### src/rtl/pipe_adder.sv
// Pipelined WIDTH-bit adder/subtractor: one CHUNK-bit ripple segment per stage,
// with skewed operands and deskewed sum chunks so a whole result exits at once.

module pipe_adder_checker #(
    parameter int WIDTH = 32
) (
    input logic             clk,
    input logic             rst,
    input logic             in_ready,
    input logic             out_valid,
    input logic             out_ready,
    input logic [WIDTH-1:0] out_sum,
    input logic             out_cout,
    input logic             out_ovf
);

    a_ready_is_advance: assert property (@(posedge clk) disable iff (rst)
        in_ready == (!out_valid || out_ready));

    // A result waiting on the consumer must neither change nor disappear.
    a_stall_hold: assert property (@(posedge clk) disable iff (rst)
        (out_valid && !out_ready) |=>
        (out_valid && $stable(out_sum) && $stable(out_cout) && $stable(out_ovf)));

endmodule

module pipe_adder #(
    parameter int WIDTH = 32,
    parameter int CHUNK = 8
) (
    input  logic             clk,
    input  logic             rst,
    input  logic             in_valid,
    output logic             in_ready,
    input  logic [WIDTH-1:0] in_a,
    input  logic [WIDTH-1:0] in_b,
    input  logic             in_cin,
    input  logic             in_sub,
    output logic             out_valid,
    input  logic             out_ready,
    output logic [WIDTH-1:0] out_sum,
    output logic             out_cout,
    output logic             out_ovf
);

    localparam int STAGES = WIDTH / CHUNK;

    function automatic logic [CHUNK:0] chunk_add(
        input logic [CHUNK-1:0] a,
        input logic [CHUNK-1:0] b,
        input logic             cin
    );
        chunk_add = {1'b0, a} + {1'b0, b} + {{CHUNK{1'b0}}, cin};
    endfunction

    // Index k is what stage k consumes. The A vector carries finished sum
    // chunks below chunk k and untouched operand chunks from chunk k upward.
    logic [WIDTH-1:0] st_a_s [STAGES];
    logic [WIDTH-1:0] st_b_s [STAGES];
    logic             st_c_s [STAGES];
    logic             st_v_s [STAGES];

    logic             en_s;
    logic             out_valid_r;
    logic [WIDTH-1:0] out_sum_r;
    logic             out_cout_r;
    logic             out_ovf_r;

    assign en_s     = !out_valid_r || out_ready;
    assign in_ready = en_s;

    assign st_a_s[0] = in_a;
    assign st_b_s[0] = in_sub ? ~in_b : in_b;
    assign st_c_s[0] = in_sub ? 1'b1 : in_cin;
    assign st_v_s[0] = in_valid;

    for (genvar k = 0; k < STAGES; k++) begin : g_stage
        localparam int LO = k * CHUNK;

        logic [CHUNK:0]   csum_s;
        logic [WIDTH-1:0] merged_s;

        // Sum this stage's chunk and splice it into the travelling vector.
        always_comb begin
            csum_s              = chunk_add(st_a_s[k][LO +: CHUNK], st_b_s[k][LO +: CHUNK], st_c_s[k]);
            merged_s            = st_a_s[k];
            merged_s[LO +: CHUNK] = csum_s[CHUNK-1:0];
        end

        if (k < STAGES - 1) begin : g_mid
            logic [WIDTH-1:0] a_r;
            logic [WIDTH-1:0] b_r;
            logic             c_r;
            logic             v_r;

            // Intermediate stage register; shifts only on global advance.
            always_ff @(posedge clk or posedge rst) begin
                if (rst) begin
                    v_r <= 1'b0;
                    a_r <= {WIDTH{1'b0}};
                    b_r <= {WIDTH{1'b0}};
                    c_r <= 1'b0;
                end else if (en_s) begin
                    v_r <= st_v_s[k];
                    a_r <= merged_s;
                    b_r <= st_b_s[k];
                    c_r <= csum_s[CHUNK];
                end
            end

            assign st_a_s[k+1] = a_r;
            assign st_b_s[k+1] = b_r;
            assign st_c_s[k+1] = c_r;
            assign st_v_s[k+1] = v_r;
        end else begin : g_last
            logic msb_cin_s;

            // Carry into the MSB recovered from the MSB sum bit and its operands.
            assign msb_cin_s = st_a_s[k][WIDTH-1] ^ st_b_s[k][WIDTH-1] ^ csum_s[CHUNK-1];

            // Output register; data only reloads on a valid beat so it keeps its last value.
            always_ff @(posedge clk or posedge rst) begin
                if (rst) begin
                    out_valid_r <= 1'b0;
                    out_sum_r   <= {WIDTH{1'b0}};
                    out_cout_r  <= 1'b0;
                    out_ovf_r   <= 1'b0;
                end else if (en_s) begin
                    out_valid_r <= st_v_s[k];
                    if (st_v_s[k]) begin
                        out_sum_r  <= merged_s;
                        out_cout_r <= csum_s[CHUNK];
                        out_ovf_r  <= msb_cin_s ^ csum_s[CHUNK];
                    end
                end
            end
        end
    end

    assign out_valid = out_valid_r;
    assign out_sum   = out_sum_r;
    assign out_cout  = out_cout_r;
    assign out_ovf   = out_ovf_r;

    pipe_adder_checker #(.WIDTH(WIDTH)) u_checker (
        .clk       (clk),
        .rst       (rst),
        .in_ready  (in_ready),
        .out_valid (out_valid_r),
        .out_ready (out_ready),
        .out_sum   (out_sum_r),
        .out_cout  (out_cout_r),
        .out_ovf   (out_ovf_r)
    );

endmodule

### config.mk
export PLATFORM = sky130hd
export DESIGN_NAME = pipe_adder
export DESIGN_NICKNAME = d
export VERILOG_FILES = /design/src/rtl/pipe_adder.sv
export SDC_FILE = /design/constraint.sdc
export NUM_CORES = 1
export LEC_CHECK = 0
export CAP_MARGIN = 25
export CORE_UTILIZATION = 29
export CTS_CLUSTER_SIZE = 14
export DETAILED_ROUTE_END_ITERATION = 10
export HOLD_SLACK_MARGIN = 0.06
export PLACE_DENSITY_LB_ADDON = 0.2
export SYNTH_ARGS = -nofsm -noshare
export SYNTH_HDL_FRONTEND = slang
export SYNTH_SLANG_ARGS = --single-unit
### constraint.sdc
create_clock -name clk -period 14.9 [get_ports clk]
set_clock_uncertainty 0.05 [all_clocks]
set_input_delay 1.49 -clock clk [delete_from_list [all_inputs] [get_ports clk]]
set_output_delay 1.49 -clock clk [all_outputs]
set_load 0.05 [all_outputs]
Word level (Yosys, flattened, before mapping)
Cells that the tools add are included.
Storage, ports and cells
  flip-flop bits (word level): 233
  input bits: 70
  logic and storage cells: 33
  output and inout port bits: 36
Cells by class
  add/subtract/negate cells: 8
  bitwise logic cells: 4
  reductions and logical operators: 3
  muxes and demuxes: 2
Operators with widths (number)
  $add 8x8->9: 4
  $add 9x1->9: 4
  $mux 32: 1
  $not 32->32: 1
  $xor 1x1->1: 3
  $reduce_and 2->1: 1
  $logic_not 1->1: 1
  $logic_or 1x1->1: 1
  $mux 1: 1

Longest topological paths before layout
Gate-level depths: netlist of the first run.
  word-level depth: 4
  depth in mapped cells: 11
  mapped depth without buffers: 9

Worst setup path before layout of the first run
Ideal clock, no wire load.
  path type: input-to-output
  start point: input out_ready
  end point: output in_ready
  required time: 13360 ps
  path buffers: 3
  arrival: 2275 ps
  setup slack: 11085 ps
  stages on the path: 5
  cells stage by stage: nor2b_1 buf_2 inv_1 buf_2 buf_2
On the way
  longest elaborated chain between the ends: 1
Ends and longest elaborated chain
  start: declaration: line 40  | input logic out_ready,
  $logic_or 1x1->1: line 69  | assign en_s = !out_valid_r || out_ready;
  end: declaration: line 34  | output logic in_ready,
No other way between the ends.

Worst setup path after layout of the first run
Same ends and word-level chain as after synthesis.

==> metrics.log, run 1 <==
[metrics] DR vias: 5,747
[metrics] sequential share of the synthesized area: 55.4%
[metrics] first-pass GRT wire length: 29.2 mm
[metrics] vias in the first global route: 5,832
[metrics] per-cell via count in the routed design: 4.28
[metrics] maximum clock path buffer count: 2
[metrics] buffers inserted by post-CTS timing repair: 0
[metrics] Highest Clock Rate: 181 MHz
[metrics] cell type with the highest occurrence count on the critical path: clkdlybuf4s50_1
[metrics] HPWL Detailed: 11.0 mm
[metrics] routability congestion estimate from global placement: 0.744
[metrics] max_cap viols: 0
[metrics] number of cells produced by synthesis: 867
[metrics] Overall Global Routing Usage: 12.7%
[metrics] number of setup violations in the final report: 0
[metrics] CTS clock-pin slew for the worst setup and hold paths: 0.07 ns
[metrics] worst path cell trace: clkdlybuf4s50_1 > nor2b_4 > buf_12 > inv_4 > clkdlybuf4s50_1
[metrics] core outline area: 28,100 um2
[metrics] number of DRC markers after the initial detailed-route iteration: 229
[metrics] power density relative to cell area: 218 nW/um2
[metrics] source of the worst hold timing path: g_stage[2].g_mid.a_r[1]
[metrics] post-route antenna net violation count: 0
[metrics] number of gates resized after CTS: 0
[metrics] EDFF count, synth: 0
[metrics] overall routed net length: 17.2 mm
[metrics] clock sink total: ~190
[metrics] number of antenna violations at the first check in global routing: 0
[metrics] Layout area overhead: 24.3%
[metrics] drt first pass iters: 4
[metrics] Worst IR Drop VDD: ~0.065 mV
[metrics] initial core utilization: 29.8%
[metrics] Die Area: about 30,000 um2
[metrics] number of buffers inserted by hold repair at cts: 0
[metrics] worst r2r dst: out_sum[19]
[metrics] most common cell after layout, fill and taps aside: nand2_1
[metrics] required time of the critical path: approximately 13 ns
[metrics] critical path type: in -> out
[metrics] area of all placed cells without fillers: between 10,000 and 15,000 um2
[metrics] proportion of synthesized flip-flops having asynchronous set or reset: 100%
[metrics] gr ovfl total: 0
[metrics] Worst R2R Start: out_valid
[metrics] number of inserted diodes: 0
[metrics] number of nets in the layout: 1,060
[metrics] highest-count cells in the layout ignoring fill and taps: nand2_1, dfrtp_1, clkdlybuf4s50_1
[metrics] setup slack, reg-to-reg: 11.96 ns
[metrics] Syn Area/Cell: 9.64 um2
[metrics] RSZ-0062 raised after global routing: no
[metrics] Critical path buffers and inverters: 4
[metrics] Critical Path Sink Type: primary output
[metrics] post-route worst hold slack: slightly above 0.4 ns
[metrics] number of H-tree branching levels: 4
[metrics] WL per Instance: 12.8 um
[metrics] worst hold path stage count: 2
[metrics] CTS buffer count: 17
[metrics] largest stage delay on the critical path: 0.81 ns
[metrics] Critical Path Source Type: primary input
[metrics] pin count of the biggest net entering global routing: between 150 and 200
[metrics] minimum clock period after layout: 5.54 ns
[metrics] clock latency at the later pin of the worst-skew pair: ~0.43 ns
[metrics] Sum Neg Setup Slack: 0 ns
[metrics] ratio of final minimum period to clock period: between 30% and 40%
[metrics] pins over their slew limit: 0
[metrics] Clock Root Buffer: clkbuf_16
[metrics] Top-Level Pins: 106
[metrics] number of unique standard cell types used by synthesis: 43
[metrics] Mapped Nets: 973
[metrics] outcome: finished clean
[metrics] number of buffers inserted by port buffering: 105
[metrics] class of the tightest hold or removal check: reg -> reg
[metrics] Warnings, synthesis: 0
[metrics] flip-flop cell with the highest count after synthesis: dfrtp_1
[metrics] CP arrival: 4.00 ns
[metrics] standby leakage power: 4.85 nW
[metrics] headroom to the max-slew limit: 42.6%
[metrics] worst-path cell with the longest stage delay: clkdlybuf4s50_1
[metrics] Crit path max-delay family: buffers and inverters
[metrics] total DRC errors in the routed layout: 0
[metrics] post-synthesis instance area: 8360 um2
[metrics] Yosys reg bits: 185
[metrics] Die X-Extent: between 150 and 200 um
[metrics] Hold EP: g_stage[2].g_mid.a_r[1]
[metrics] peak fanout along the critical path: between 150 and 200
[metrics] total placed instance area: 9760 um2
[metrics] count of standard-cell rows: 61
[metrics] die extent in y: 172 um
[metrics] final-report hold violation count: 0
[metrics] clock tree from TritonCTS: built
[metrics] cells on worst reg2reg path: 6
[metrics] transition time of the tightest slew-check pin: 0.861 ns
[metrics] fraction of layout instances using a drive strength above 1: 7.66%
## routing by layer
layer / share of wire (%) / global-route usage (%) / vias to the layer above
li1: - / - / 2964
met1: 48 / 16.5 / 2696
met2: 47 / 20.6 / 75
met3: 4.2 / 3.22 / 12
met4: 0.99 / 3.81 / 0
met5: 0 / 0 / -
## cell type report
cell class / instances / area (um2)
Tap cell: 378 / 473
Clock inverter: 9 / 115
Multi-Input combinational cell: 624 / 3500
Clock buffer: 22 / 484
Sequential cell: 185 / 4630
Fill cell: 2929 / 17700
Inverter: 16 / 70.1
Timing Repair Buffer: 110 / 1120
## synth_stat cells (3+ instances only)
cell / instances / area, um2
o31ai_1: 4 / 30.0
a211oi_1: 5 / 37.5
clkbuf_1: 27 / 101
o21ai_0: 48 / 240
fa_1: 8 / 160
or3_1: 3 / 18.8
buf_2: 13 / 65.1
o211ai_1: 5 / 37.5
xnor2_1: 28 / 245
xor2_1: 23 / 201
dfrtp_1: 185 / 4630
or2_2: 3 / 18.8
inv_1: 16 / 60.1
mux2_2: 25 / 282
nor2_1: 22 / 82.6
nand2b_1: 3 / 18.8
nand2_1: 359 / 1350
ha_1: 28 / 350
nor3_1: 6 / 30.0
a21o_1: 3 / 22.5
a21oi_1: 21 / 105
o21bai_1: 3 / 22.5
## worst reg2reg max path, cell delays in order (launching register included)
cell,delay [ns]
dfrtp_1,0.35
nor2b_4,0.16
buf_12,0.50
inv_4,0.60
nand2_2,0.58
buf_16,0.24
mux2_2,0.35
## power breakdown
part           switching (mW)  internal, mW
clock network           0.196         0.266
logic                   0.569         0.386
registers               0.123         0.727
## logic make-up after synthesis
family / after synthesis / synth area share [%]
DFF: 185 / 55.4
and+or+nand+nor: 405 / 18.9
AOI/OAI and AO/OA: 107 / 7.96
buffers and inverters: 58 / 2.89
adders and majority gates: 36 / 6.11
muxes: 25 / 3.37
xor gates and xnor gates: 51 / 5.34
## worst max path at each step
stage | start | end | slack [ns] | cells after the start
finish | out_ready | in_ready | 9.36 | 5
global route | out_ready | in_ready | 9.24 | 5
CTS | out_ready | in_ready | 9.39 | 5
detailed placement | out_ready | in_ready | 9.40 | 5
global placement | out_ready | in_ready | 9.40 | 5
floorplan | rst | g_stage[0].g_mid.a_r[0] | 8.33 | 1
## registers in the layout, summed over array words and instances (netlist names)
register and count:
out_ovf 1, out_sum 32, g_stage.g_mid.v_r 3, out_valid 1, g_stage.g_mid.b_r 48, g_stage.g_mid.a_r 96, out_cout 1, g_stage.g_mid.c_r 3
## through the flow
stage / util (%) / worst slack (ns) / cells / total power [mW]
5_1_grt: 37.0 / 9.24 / 1344 / 2.46
3_5_place_dp: 34.7 / 9.40 / 1312 / 1.83
6_report: 37.0 / 9.36 / 1344 / 2.27
4_1_cts: 36.9 / 9.39 / 1343 / 2.30
2_1_floorplan: - / 8.33 / 867 / 1.56
3_3_place_gp: 34.7 / 9.40 / 1312 / 1.81
Power figures use the tool's default switching activity.
==> run 2, diff against run 1 <==
- clock period: 14.9 -> 4.74 ns (I/O delays scaled with it)
==> run 2 against run 1 <==
Register-to-register slack lost 9.8 ns; die area is the same; critical path depth shrank 1; highest routed layer unchanged; critical path type unchanged; final cell count grew 0.30%; critical endpoint unchanged; design area is essentially flat.
==> metrics.log, run 2 (synthesis results as in run 1) <==
[metrics] CTS buffer count: 17
[metrics] headroom to the max-slew limit: 36.5%
[metrics] per-cell via count in the routed design: 4.25
[metrics] transition time of the tightest slew-check pin: between 0.9 and 1 ns
[metrics] post-layout power: 7.06 mW
[metrics] Worst IR Drop VDD: roughly 0.23 mV
[metrics] number of buffers inserted by port buffering: 105
[metrics] Critical path buffers and inverters: 3
[metrics] gr ovfl total: 0
[metrics] post-route worst hold slack: 0.237 ns
[metrics] clock tree from TritonCTS: built
[metrics] post-route antenna net violation count: 0
[metrics] sequential standard cell area: 4630 um2
[metrics] core outline area: 28,100 um2
[metrics] ratio of final minimum period to clock period: between 60% and 70%
[metrics] required time of the critical path: about 4.2 ns
[metrics] Clock Root Buffer: clkbuf_16
[metrics] CTS clock-pin slew for the worst setup and hold paths: 0.07 ns
[metrics] CP arrival: 2.44 ns
[metrics] WL per Instance: between 10 and 15 um
[metrics] overall routed net length: roughly 17 mm
[metrics] Crit path max-delay family: buffers and inverters
[metrics] number of antenna violations at the first check in global routing: 0
[metrics] Critical Path Sink Type: primary output
[metrics] Sum Neg Setup Slack: 0 ns
[metrics] die extent in y: 172 um
[metrics] routability congestion estimate from global placement: 0.726
[metrics] max_cap viols: 0
[metrics] cell type with the highest occurrence count on the critical path: clkdlybuf4s50_1
[metrics] RSZ-0062 raised after global routing: no
[metrics] power density relative to cell area: 681 nW/um2
[metrics] maximum clock path buffer count: 2
[metrics] buffers inserted by post-CTS timing repair: 0
[metrics] worst-path cell with the longest stage delay: clkdlybuf4s50_1
[metrics] Top-Level Pins: 106
[metrics] clock sink total: 185
[metrics] number of inserted diodes: 0
[metrics] first-pass GRT wire length: between 20 and 30 mm
[metrics] fraction of layout instances using a drive strength above 1: 8.14%
[metrics] Layout area overhead: 24.2%
[metrics] number of H-tree branching levels: 4
[metrics] largest stage delay on the critical path: 0.93 ns
[metrics] share of the core filled with cells in the final layout: 37.0%
[metrics] number of buffers inserted by hold repair at cts: 0
[metrics] minimum clock period after layout: 2.96 ns
[metrics] most common cell after layout, fill and taps aside: nand2_1
[metrics] peak fanout along the critical path: slightly above 60
[metrics] layout filler cell count: 2,956
[metrics] clock latency at the later pin of the worst-skew pair: ~0.42 ns
[metrics] Die X-Extent: 172 um
[metrics] critical path type: in -> out
[metrics] Overall Global Routing Usage: 12.1%
[metrics] total DRC errors in the routed layout: 0
[metrics] Critical Path Source Type: primary input
[metrics] final-report hold violation count: 0
[metrics] Die Area: 29,500 um2
[metrics] HPWL Detailed: 11.2 mm
[metrics] register ranked first by flip-flop count: g_stage.g_mid.a_r
[metrics] class of the tightest hold or removal check: in -> async
[metrics] count of standard-cell rows: between 60 and 70
[metrics] initial core utilization: around 30%
[metrics] pin count of the biggest net entering global routing: 96
[metrics] worst path cell trace: clkdlybuf4s50_1 > nor2b_4 > inv_4 > clkdlybuf4s50_1
[metrics] number of DRC markers after the initial detailed-route iteration: 303
[metrics] standby leakage power: 4.85 nW
[metrics] number of gates resized after CTS: 0
[metrics] highest-count cells in the layout ignoring fill and taps: nand2_1, dfrtp_1, clkdlybuf4s50_1
[metrics] Highest Clock Rate: about 340 MHz
[metrics] number of setup violations in the final report: 0
[metrics] area taken by multi-input logic gates: around 3500 um2
[metrics] outcome: finished clean
[metrics] vias in the first global route: 5,618
[metrics] number of flip-flops under the largest register name: 96
[metrics] drt first pass iters: 4
[metrics] pins over their slew limit: 0
[metrics] DR vias: 5,732
[metrics] number of nets in the layout: between 1,000 and 1,500
-- run 2: changes by cell type in the layout (fill, tap and decap cells not counted) --
cell | before | now
buf_12 | 1 | 2
clkinv_2 | 1 | 0
inv_8 | 1 | 3
clkinvlp_4 | 2 | 3
clkinv_4 | 3 | 5
bufinv_16 | 2 | 1
buf_4 | 3 | 6
clkbuf_8 | 4 | 0
buf_16 | 1 | 0
clkbuf_1 | 1 | 0
inv_6 | 1 | 4
-- run 2: final timing paths --
kind / start / to / slack [ns] / cells after the start
worst max register to register: out_valid / g_stage[1].g_mid.c_r / 2.14 / 6
max in group asynchronous: rst / g_stage[0].g_mid.a_r[14] / 3.50 / 3
worst min-delay path: rst / g_stage[2].g_mid.a_r[25] / 0.24 / 2
worst min register to register: g_stage[2].g_mid.a_r[13] / g_stage[2].g_mid.a_r[13] / 0.41 / 2
min in group clk: g_stage[2].g_mid.a_r[13] / g_stage[2].g_mid.a_r[13] / 0.41 / 2
worst max-delay path: out_ready / in_ready / 1.78 / 4
-- run 2: metal layers --
metal | up-vias | part of all wire [%] | GRT usage [%]
met4 | 0 | 0.63 | 2.77
met3 | 8 | 4.2 | 3.36
met1 | 2667 | 49 | 16.0
met2 | 78 | 47 | 19.6
met5 | - | 0 | 0
li1 | 2979 | - | -
-- run 2: layout make-up --
type                            count  area share (%)
Inverter                           16           0.639
Sequential cell                   185            44.6
Clock inverter                     15            1.52
Timing Repair Buffer              113            10.9
Tap cell                          378            4.56
Clock buffer                       17            4.10
Multi-Input combinational cell    624            33.7
-- run 2: where the power goes --
group,switching (mW),total (mW),internal [mW]
combinational,1.78,2.99,1.21
sequential,0.383,2.67,2.28
clock,0.664,1.41,0.747
total,2.83,7.06,4.24
-- run 2: per-stage QoR --
stage | worst slack, ns | cells | instance area (um2)
after floorplan | 1.84 | 867 | 8360
after global placement | 1.53 | 1315 | 9780
after detailed placement | 1.54 | 1315 | 9780
after CTS | 1.72 | 1347 | 10400
after global routing | 1.65 | 1348 | 10400
final | 1.78 | 1348 | 10400
==> run 3, diff against run 2 <==
- clock period: 4.74 -> 2.6 ns (I/O delays scaled with it)
==> run 3 against run 2 <==
Worst setup slack lost 1.6 ns; design area rose by 1.3%; sequential power rose by 82%; first-iteration DRC count fell by 24%; utilization increased by 0.47 points; global-route usage rose by 0.37 points; non-clock buffer count up 11; power increased by 84%; wire length increased by 1.6%; critical path depth up 3; final cell count grew 0.82%; clock power is 84% higher; critical endpoint is now g_stage[1].g_mid.c_r; largest cell class unchanged.
==> metrics.log, run 3 (synthesis results as in run 1) <==
[metrics] outcome: finished clean
[metrics] CTS buffer count: 17
[metrics] headroom to the max-slew limit: 60.0%
[metrics] Worst R2R Start: g_stage[0].g_mid.a_r[8]
[metrics] maximum clock path buffer count: 2
[metrics] final-report hold violation count: 0
[metrics] Critical path buffers and inverters: 0
[metrics] number of H-tree branching levels: 4
[metrics] core outline area: between 20,000 and 30,000 um2
[metrics] wire length on met2: 8.02 mm
[metrics] Crit path max-delay family: adder cells
[metrics] number of buffers inserted by port buffering: 105
[metrics] clock latency at the later pin of the worst-skew pair: around 0.43 ns
[metrics] power density relative to cell area: 1240 nW/um2
[metrics] post-route antenna net violation count: 0
[metrics] critical path type: reg -> reg
[metrics] WL per Instance: roughly 13 um
[metrics] number of nets in the layout: 1,074
[metrics] Die Area: 29,500 um2
[metrics] timing startpoint of the critical path: g_stage[0].g_mid.a_r[8]
[metrics] number of flip-flops under the largest register name: 96
[metrics] Layout area overhead: 25.8%
[metrics] clock sink total: 185
[metrics] largest stage delay on the critical path: 0.48 ns
[metrics] required time of the critical path: 2.85 ns
[metrics] pins over their slew limit: 0
[metrics] routed metal-1 wirelength: 8.30 mm
[metrics] die extent in y: ~170 um
[metrics] pre-CTS WS: -0.0441 ns
[metrics] CP arrival: around 2.7 ns
[metrics] drt first pass iters: 4
[metrics] ratio of final minimum period to clock period: a little over nine tenths
[metrics] metal3 WL: 547 um
[metrics] total placed instance area: 9930 um2
[metrics] total DRC errors in the routed layout: 0
[metrics] Die X-Extent: 172 um
[metrics] transition time of the tightest slew-check pin: about 0.60 ns
[metrics] number of buffers inserted by hold repair at cts: 0
[metrics] gr ovfl total: 0
[metrics] Critical Path Sink Type: flop
[metrics] HPWL Detailed: between 10 and 15 mm
[metrics] clock tree from TritonCTS: built
[metrics] fraction of layout instances using a drive strength above 1: under 10%
[metrics] RSZ-0062 raised after global routing: no
[metrics] Highest Clock Rate: 411 MHz
[metrics] Sum Neg Setup Slack: 0 ns
[metrics] number of setup violations in the final report: 0
[metrics] number of DRC markers after the initial detailed-route iteration: 229
[metrics] total placed cells including tap cells: about 1,300
[metrics] share of the core filled with cells in the final layout: 37.4%
[metrics] per-cell via count in the routed design: 4.31
[metrics] Setup WS post-layout: between 0.15 and 0.2 ns
[metrics] worst-path cell with the longest stage delay: fa_1
[metrics] most common cell after layout, fill and taps aside: nand2_1
[metrics] worst path cell trace: fa_1 > fa_1 > a21o_1 > a21oi_2 > o21ai_0 > and3b_1 > o41a_1
[metrics] count of standard-cell rows: 61
[metrics] Clock Root Buffer: clkbuf_16
[metrics] pin count of the biggest net entering global routing: 86
[metrics] Overall Global Routing Usage: 12.5%
[metrics] highest-count cells in the layout ignoring fill and taps: nand2_1, dfrtp_1, clkdlybuf4s50_1
[metrics] minimum clock period after layout: around 2.4 ns
[metrics] CTS clock-pin slew for the worst setup and hold paths: 0.07 ns
[metrics] area of all placed cells without fillers: about 11,000 um2
[metrics] overall routed net length: 17.0 mm
[metrics] Critical Path Source Type: flop
[metrics] Worst IR Drop VDD: about 0.46 mV
[metrics] setup slack, reg-to-reg: 0.16 ns
[metrics] max_cap viols: 0
[metrics] Final Non-Filler Cells: between 1,000 and 1,500
[metrics] cell type with the highest occurrence count on the critical path: fa_1
[metrics] buffers inserted by post-CTS timing repair: 0
[metrics] first-pass GRT wire length: 29.0 mm
[metrics] DR vias: 5,863
[metrics] Max Used Layer: met4
[metrics] initial core utilization: 29.8%
[metrics] routability congestion estimate from global placement: 0.750
[metrics] number of gates resized after CTS: 0
[metrics] standby leakage power: a little under 5 nW
[metrics] register ranked first by flip-flop count: g_stage.g_mid.a_r
[metrics] Top-Level Pins: roughly 110
[metrics] peak fanout along the critical path: 3
[metrics] number of antenna violations at the first check in global routing: 1
[metrics] vias in the first global route: 5,857
[metrics] class of the tightest hold or removal check: in -> async
==> run 3: per-stage QoR <==
step                hold slack, ns  total power, mW
global route                 0.190             14.1
detailed placement           0.402             10.6
floorplan                    0.322             8.92
global placement             0.395             10.5
finish                       0.174             13.0
CTS                          0.161             13.3
==> run 3: worst paths after layout <==
check / endpoint / cells past startpoint
worst min-delay path: out_sum[25] / 2
min in group clk: g_stage[0].g_mid.a_r[11] / 3
worst max register to register: g_stage[1].g_mid.c_r / 7
max in group asynchronous: g_stage[0].g_mid.b_r[12] / 3
worst min register to register: g_stage[2].g_mid.a_r[14] / 2
worst max-delay path: g_stage[1].g_mid.c_r / 7
==> run 3: cell type report <==
class	count	area [um2]
Timing Repair Buffer	124	1260
Sequential cell	185	4630
Antenna cell	1	2.50
Fill cell	2940	17600
Clock inverter	12	140
Multi-Input combinational cell	624	3500
Tap cell	378	473
Clock buffer	19	443
Inverter	16	66.3
==> run 3: power breakdown <==
| part | switching, mW | leakage [nW] | total (mW) | internal (mW) |
|---|---|---|---|---|
| registers | 0.708 | 2.23 | 4.87 | 4.17 |
| clock network | 1.15 | 0.276 | 2.60 | 1.45 |
| logic | 3.26 | 2.40 | 5.52 | 2.27 |
| total | 5.12 | 4.91 | 13.0 | 7.88 |
==> run 3: per-layer routing <==
metal  GRT usage, %  vias to the layer above
met2           20.2                       72
met3           2.81                       12
met1           16.7                     2776
met4           3.46                        0
li1               -                     3003
met5              0                        -
==> run 3: worst reg2reg max path, stage by stage (launching register included) <==
cell and delay (ns):
dfrtp_1 0.40, fa_1 0.48, fa_1 0.43, a21o_1 0.19
a21oi_2 0.19, o21ai_0 0.10, and3b_1 0.19, o41a_1 0.30
